==> src/rtl/dma_bus_arbiter.sv <==
`default_nettype none
// ============================================================================
// Module      : dma_bus_arbiter
// Description : Shared memory/IO bus arbiter between the CPU master and the
//               DMA master port. Runs the HOLD/HLDA handshake, never changes
//               owner mid-transaction, and caps DMA bursts while the CPU waits.
// Revision    : 1.0 - initial release
// ============================================================================
module dma_bus_arbiter #(
  parameter int MAX_DMA_BURST = 4
) (
  input  logic        clk,
  input  logic        reset,
  // CPU master
  input  logic [19:1] cpu_m_addr,
  input  logic [15:0] cpu_m_data_out,
  input  logic        cpu_m_access,
  input  logic        cpu_m_wr_en,
  input  logic        cpu_d_io,
  input  logic [1:0]  cpu_m_bytesel,
  output logic        cpu_m_ack,
  output logic [15:0] cpu_m_data_in,
  // DMA master
  input  logic        dma_hold_request,
  output logic        dma_hold_acknowledge,
  input  logic [19:1] dma_m_addr,
  input  logic [15:0] dma_m_data_out,
  input  logic        dma_m_access,
  input  logic        dma_m_wr_en,
  input  logic        dma_d_io,
  input  logic [1:0]  dma_m_bytesel,
  output logic        dma_m_ack,
  output logic [15:0] dma_m_data_in,
  // Shared bus
  output logic [19:1] m_addr,
  output logic [15:0] m_data_out,
  output logic        m_access,
  output logic        m_wr_en,
  output logic        d_io,
  output logic [1:0]  m_bytesel,
  input  logic        m_ack,
  input  logic [15:0] m_data_in,
  output logic        bus_owner_dma
);

  // Counter wide enough to hold MAX_DMA_BURST itself (saturation value).
  localparam int CNT_W = (MAX_DMA_BURST < 1) ? 1 : $clog2(MAX_DMA_BURST + 1);
  localparam bit BURST_LIMITED = (MAX_DMA_BURST != 0);
  localparam logic [CNT_W-1:0] BURST_MAX  = CNT_W'(MAX_DMA_BURST);
  localparam logic [CNT_W-1:0] BURST_LAST = BURST_LIMITED ? CNT_W'(MAX_DMA_BURST - 1) : '0;

  typedef enum logic [1:0] {
    CPU_OWN  = 2'd0,
    TO_DMA   = 2'd1,
    DMA_OWN  = 2'd2,
    CPU_SLOT = 2'd3
  } state_t;

  state_t           state;
  logic             hold_ack;
  logic [CNT_W-1:0] burst_cnt;

  logic cpu_side;
  assign cpu_side = (state == CPU_OWN) || (state == CPU_SLOT);

  // Ownership FSM; HLDA is registered and moves together with the state.
  always_ff @(posedge clk) begin
    if (reset) begin
      state     <= CPU_OWN;
      hold_ack  <= 1'b0;
      burst_cnt <= '0;
    end else begin
      case (state)
        CPU_OWN: begin
          // Switch only when the CPU is idle or its access completes now.
          if (dma_hold_request && (!cpu_m_access || m_ack))
            state <= TO_DMA;
        end
        TO_DMA: begin
          // One dead cycle with the bus parked before DMA drives it.
          state     <= DMA_OWN;
          hold_ack  <= 1'b1;
          burst_cnt <= '0;
        end
        DMA_OWN: begin
          if (m_ack && (burst_cnt != BURST_MAX))
            burst_cnt <= burst_cnt + CNT_W'(1);
          if (!dma_hold_request && (!dma_m_access || m_ack)) begin
            state    <= CPU_OWN;
            hold_ack <= 1'b0;
          end else if (BURST_LIMITED && cpu_m_access && m_ack &&
                       (burst_cnt >= BURST_LAST)) begin
            // '>=' also covers a saturated count, so a CPU that starts
            // waiting after the burst budget is used up still gets a slot.
            state    <= CPU_SLOT;
            hold_ack <= 1'b0;
          end
        end
        CPU_SLOT: begin
          // Exactly one CPU transaction, then hand back if DMA still holds.
          if (m_ack || !cpu_m_access)
            state <= dma_hold_request ? TO_DMA : CPU_OWN;
        end
        default: begin
          state    <= CPU_OWN;
          hold_ack <= 1'b0;
        end
      endcase
    end
  end

  // Owner mux: only the current owner's signals reach the shared bus.
  always_comb begin
    m_addr     = '0;
    m_data_out = '0;
    m_access   = 1'b0;
    m_wr_en    = 1'b0;
    d_io       = 1'b0;
    m_bytesel  = '0;
    if (state == DMA_OWN) begin
      m_addr     = dma_m_addr;
      m_data_out = dma_m_data_out;
      m_access   = dma_m_access;
      m_wr_en    = dma_m_wr_en;
      d_io       = dma_d_io;
      m_bytesel  = dma_m_bytesel;
    end else if (cpu_side) begin
      m_addr     = cpu_m_addr;
      m_data_out = cpu_m_data_out;
      m_access   = cpu_m_access;
      m_wr_en    = cpu_m_wr_en;
      d_io       = cpu_d_io;
      m_bytesel  = cpu_m_bytesel;
    end
  end

  // Acks are steered with zero latency; suppressed while reset is asserted.
  assign cpu_m_ack = m_ack & ~reset & cpu_side;
  assign dma_m_ack = m_ack & ~reset & (state == DMA_OWN);

  assign cpu_m_data_in        = m_data_in;
  assign dma_m_data_in        = m_data_in;
  assign dma_hold_acknowledge = hold_ack;
  assign bus_owner_dma        = hold_ack;

endmodule
`default_nettype wire
==> config.mk <==
export PLATFORM = sky130hd
export DESIGN_NAME = dma_bus_arbiter
export DESIGN_NICKNAME = d
export VERILOG_FILES = /design/src/rtl/dma_bus_arbiter.sv
export SDC_FILE = /design/constraint.sdc
export NUM_CORES = 1
export LEC_CHECK = 0
export CAP_MARGIN = 20
export CORE_AREA = 4 4 67 69
export DETAILED_ROUTE_END_ITERATION = 7
export DIE_AREA = 0 0 71 73
export DONT_BUFFER_PORTS = 1
export SYNTH_ARGS = -nofsm -noshare
export SYNTH_HDL_FRONTEND = slang
export SYNTH_SLANG_ARGS = --single-unit
==> constraint.sdc <==
create_clock -name clk -period 2.2 [get_ports clk]
set_clock_uncertainty 0.15 [all_clocks]
set_input_delay 0.22 -clock clk [delete_from_list [all_inputs] [get_ports clk]]
set_output_delay 0.22 -clock clk [all_outputs]
set_load 0.02 [all_outputs]
== Word level (Yosys, flattened, before mapping) ==
Index checks and enable logic that the tools add are counted.

* Add/sub/neg operators: 1
* Order comparisons: 1
* Eq/ne operators: 8
* Multiplexer cells: 23
* Bitwise logic cells: 4
* Reductions and logical operators: 16

{| class="wikitable"
|+ Operators by type and width
! kind !! number
|-
| $mux W19 || 2
|-
| $mux W16 || 2
|-
| $mux W2 || 6
|-
| $mux W1 || 9
|-
| $pmux W2 S4 || 1
|-
| $ne A3 B3 Y1 const B || 2
|-
| $pmux W3 S2 || 1
|-
| $logic_and A1 B1 Y1 || 5
|-
| $eq A2 B2 Y1 const B || 2
|-
| $ne A2 B1 Y1 const B || 2
|-
| $reduce_and A2 Y1 || 2
|-
| $add A3 B1 Y3 const B || 1
|-
| $and A1 B1 Y1 || 3
|-
| $ge A3 B2 Y1 const B || 1
|-
| $logic_not A1 Y1 || 3
|-
| $logic_or A1 B1 Y1 || 3
|-
| $mux W3 || 1
|-
| $reduce_and A3 Y1 || 1
|-
| $eq A2 B1 Y1 const B || 1
|-
| $logic_not A2 Y1 || 1
|-
| $ne A2 B2 Y1 const B || 1
|-
| $pmux W1 S2 || 1
|-
| $reduce_bool A2 Y1 || 1
|-
| $not A1 Y1 || 1
|}

* Register bits: 6
* Input bits: 100
* Output and inout port bits: 76
* Word-level logic and storage cells: 56

== Logic depth before layout (Yosys ltp) ==
* Word-level depth: 5
* Gate-level depth with buffers: 6
* Gate-level depth less buffers: 6

== Worst setup path after synthesis ==
No wires, ideal clock.

* Path type: reg-to-output
* From: register state[0]
* To: output port m_addr[10] (netlist name)
* Data arrival time: 1.516 ns
* Required time: 1.830 ns
* Slack: 0.314 ns
* Cell stages (with the launch flop): 7
* Buffers on the path: 2
* Cells stage by stage: dfxtp_1 -> inv_1 -> ha_1 -> nor2_1 -> buf_2 -> buf_2 -> a22o_1

* Longest elaborated chain between the ends: 4
* Elaborated cells between the ends (all ways): 6

{| class="wikitable"
|+ RTL lines
! element !! RTL line !! source
|-
| from (decl) || 59 || <nowiki>state_t state;</nowiki>
|-
| from (signal assigned) || 102 || <nowiki>state <= dma_hold_request ? TO_DMA : CPU_OWN;</nowiki>
|-
| $eq A2 B2 Y1 or $logic_not A2 Y1 (tied branches) || 64 || <nowiki>assign cpu_side = (state == CPU_OWN) || (state == CPU_SLOT);</nowiki>
|-
| $logic_or A1 B1 Y1 || 64 ||
|-
| $mux W19 || 127 || <nowiki>end else if (cpu_side) begin</nowiki>
|-
| $mux W19 * || 120 || <nowiki>if (state == DMA_OWN) begin</nowiki>
|-
| to (decl) || 35 || <nowiki>output logic [19:1] m_addr,</nowiki>
|}

Mark *: on every way between the ends. The rest lies on a longest branch, timed or not.

== Worst setup path in the final report ==
* From: register state[0]
* To: output port m_data_out[12]

* Longest elaborated chain between the ends: 4
* Elaborated cells between the ends (all ways): 6

{| class="wikitable"
|+ RTL lines
! element !! RTL line !! source
|-
| $eq A2 B2 Y1 or $logic_not A2 Y1 (tied branches) || 64 ||
|-
| $logic_or A1 B1 Y1 || 64 ||
|-
| $mux W16 || 127 ||
|-
| $mux W16 * || 120 ||
|-
| to (decl) || 36 || <nowiki>output logic [15:0] m_data_out,</nowiki>
|}

Marked as above.

==> metrics.md <==
| Metric | Value |
|---|---|
| Status | completed |
| Netlist cell types | 29 |
| Drt first pass iters | 6 |
| Total Routing Usage GR | 0.131 |
| Hpwl dp | 3.40 mm |
| Pwr/cell area | 1840 nW/um^2 |
| Met2 wire length | about 2.0 mm |
| Crit end category | output port |
| P_leak | 0.000444 uW |
| Number of buffers added for setup after CTS | 0 |
| CP cell instances | inv_1 > ha_1 > nor2_2 > buf_6 > a22o_1 |
| Total Nets Final | 211 |
| Post-synthesis cell count | 134 |
| Max-slew headroom | 0.715 |
| Mean Syn Cell Area | around 8 um^2 |
| Antenna diodes | 0 |
| Crit path buffers/inverters | 2 |
| Die area | slightly above 5000 um^2 |
| Clock sink count | 6 |
| CTS tree | built |
| Non-Filler Instances | 152 |
| Period minus WS final | 2080 ps |
| Max frequency | 480 MHz |
| Ports | 176 |
| Routed WL | 3.98 mm |
| Slowest cell on crit path | dfxtp_1 |
| DR top layer | met4 |
| CP arrival | 1710 ps |
| CP max FO | 27 |
| Metal3 WL | 410 um |
| CTS Buffer Depth | 2 |
| Residual DRC count | 0 |
| Die Wd | 71 um |
| Critical Path RT | 1830 ps |
| Delay-heaviest family, CP | flip-flops |
| Critical path class | flop to output port |
| Final core occ | 0.253 |
| Clock latency at the later pin of the worst-skew pair | 230 ps |
| GPL Wtd Cong | ~0.86 |
| # port buffers | 0 |
| Synth Register Bits | 6 |
| Initial antenna violation count | 0 |
| Worst-Margin Slew | 426 ps |
| Starting Density | 0.281 |
| Core Footprint | 3910 um^2 |
| RSZ-0062 raised after global routing | no |
| Grt ovf | 0 |
| Post-Syn Nets | 241 |
| MaxCap Viol Count | 0 |
| Setup TNS | 0 ps |
| Area Overhead vs Synth | -10.0% |
| Clk root buf | clkbuf_8 |
| Pin count of the biggest net entering global routing | 28 |
| Number of global-route vias before repair | 900 |
| DIE HEIGHT | 73 um |
| Worst path max stage delay | 390 ps |
| Crit start category | flop |
| Ys Warns | 0 |
| Final hold vios | 0 |
| Via count | 930 |
| Seq/Total Area, Yosys | 0.109 |
| Peak VDD IR | ~0.83 mV |
| Synthesized area | 1100 um^2 |
| Post-Place Cells | 148 |
| Fin crit share | 0.946 |
| Via density | 6.12 |
| H-Tree Level Count | 1 |
| Post-DRT Antenna Nets | 0 |
| First-pass GRT wire length | 5.31 mm |
| Hold Path Class | primary input to flop |
| WL met1 | 1.51 mm |
| Clk slew on worst S/H paths | 40 ps |
| Final Slew Violations | 0 |
| Initial DRC Count | 53 |
| Routed WL per cell | 26.2 um |
| Inserted Clock Buffers | 3 |
| # setup viols final | 0 |
| Fraction of layout cells with a size suffix above 1 | 0.216 |
| Std cell rows | 23 |
==> flip-flops by register name, summed over array words and instances, names as in the netlist <==
name and flops:
burst_cnt 3, state 2, bus_owner_dma 1
==> area by class of cell <==
| class | count | area [um^2] |
|---|---|---|
| Fill cell | 446 | 2930 |
| Tap cell | 50 | 62.6 |
| Clock buffer | 3 | 41.3 |
| Timing Repair Buffer | 7 | 62.6 |
| Sequential cell | 6 | 120 |
| Inverter | 7 | 26.3 |
| Multi-Input combinational cell | 79 | 676 |
==> path summary, 6_finish.rpt <==
kind	from	to	slack (ps)	cells past startpoint
max	state[0]	m_data_out[12]	120	5
min	dma_hold_request	bus_owner_dma	90	2
max reg2reg	state[0]	burst_cnt[1]	430	7
min reg2reg	state[1]	state[1]	420	1
==> synth_stat cells <==
library cell | n | area, um^2
a211oi_2 | 1 | 12.5
dfxtp_1 | 6 | 120
buf_2 | 4 | 20.0
o21ai_0 | 3 | 15.0
nand2_1 | 4 | 15.0
inv_1 | 7 | 26.3
nand2b_1 | 2 | 12.5
a31oi_1 | 1 | 6.26
buf_4 | 33 | 248
a311oi_1 | 2 | 17.5
mux2i_1 | 2 | 20.0
and2_1 | 1 | 6.26
and3b_2 | 1 | 10.0
o221ai_2 | 1 | 15.0
ha_1 | 7 | 87.6
nor2b_1 | 3 | 18.8
a221oi_1 | 1 | 8.76
clkbuf_1 | 2 | 7.51
nand2_2 | 1 | 6.26
nor3b_1 | 1 | 7.51
o22ai_1 | 1 | 6.26
or2_1 | 1 | 6.26
nor2_1 | 3 | 11.3
a21oi_1 | 1 | 5.00
buf_1 | 3 | 11.3
nand3_2 | 1 | 10.0
mux2_1 | 1 | 11.3
a2bb2oi_2 | 1 | 15.0
a22o_1 | 39 | 342
==> layer usage <==
layer  vias up  global-route usage
li1        403                   -
met1       438               0.158
met2        83               0.216
met3         6              0.0358
met4         0              0.0605
met5         -                   0
==> cell usage in the layout, fill, tap and decap left out <==
cell | Yosys | layout
a2bb2oi_2 | 1 | 1
inv_1 | 7 | 7
nor3b_1 | 1 | 1
nand3_2 | 1 | 1
clkbuf_8 | 0 | 3
a31oi_1 | 1 | 1
buf_4 | 33 | 4
dfxtp_1 | 6 | 6
or2_1 | 1 | 1
nor2_1 | 3 | 2
and3b_2 | 1 | 1
nor2_2 | 0 | 1
a221oi_1 | 1 | 1
o22ai_1 | 1 | 1
nor2b_1 | 3 | 3
nand2b_1 | 2 | 2
buf_6 | 0 | 2
nand2_1 | 4 | 4
a22o_1 | 39 | 33
a22o_2 | 0 | 6
dlygate4sd3_1 | 0 | 1
a211oi_2 | 1 | 1
a21oi_1 | 1 | 1
nand2_2 | 1 | 1
ha_1 | 7 | 7
mux2_1 | 1 | 1
o21ai_0 | 3 | 3
mux2i_1 | 2 | 2
o221ai_2 | 1 | 1
a311oi_1 | 2 | 2
and2_1 | 1 | 1
==> metrics by stage <==
stage | cell area, um^2 | setup WS (ps) | hold slack (ps) | power [uW]
after floorplan | 1100 | 314 | 142 | 1500
after global placement | 922 | 364 | 143 | 1580
after detailed placement | 922 | 293 | 145 | 1620
after CTS | 973 | 31.2 | 87.2 | 1810
after global routing | 988 | 2.48 | 140 | 1920
final | 988 | 118 | 92.2 | 1820
==> worst register-to-register path, stage by stage (launching register included) <==
cell	delay, ps
dfxtp_1	390
inv_1	80
ha_1	230
buf_4	220
nand2b_1	230
and2_1	180
mux2i_1	120
nor2_1	50
==> what timing repair did <==
| action | 4_1_cts | 5_1_grt |
|---|---|---|
| resized for setup | 0 | 8 |
| hold buffers | 1 | 0 |
| hold endpoints to repair | 6 | 0 |
| endpoints found under the setup margin | 0 | 27 |
==> kinds of logic (layout without fill, tap and decap cells) <==
family / Yosys count / in the layout / synth area share
DFF: 6 / 6 / 0.109
muxes: 3 / 3 / 0.0285
AOI/OAI and AO/OA: 51 / 51 / 0.403
adders and majority gates: 7 / 7 / 0.0797
buffers and inverters: 49 / 17 / 0.285
and+or+nand+nor: 18 / 18 / 0.0945
==> power breakdown <==
group	leakage, uW	total [uW]	internal [uW]	switching, uW
Clock	0.0000216	173	118	54.6
Sequential	0.0000489	178	133	45.3
Combinational	0.000373	1470	446	1030
Total	0.000444	1820	697	1130
Note: power is estimated with default switching activity, not from simulation.
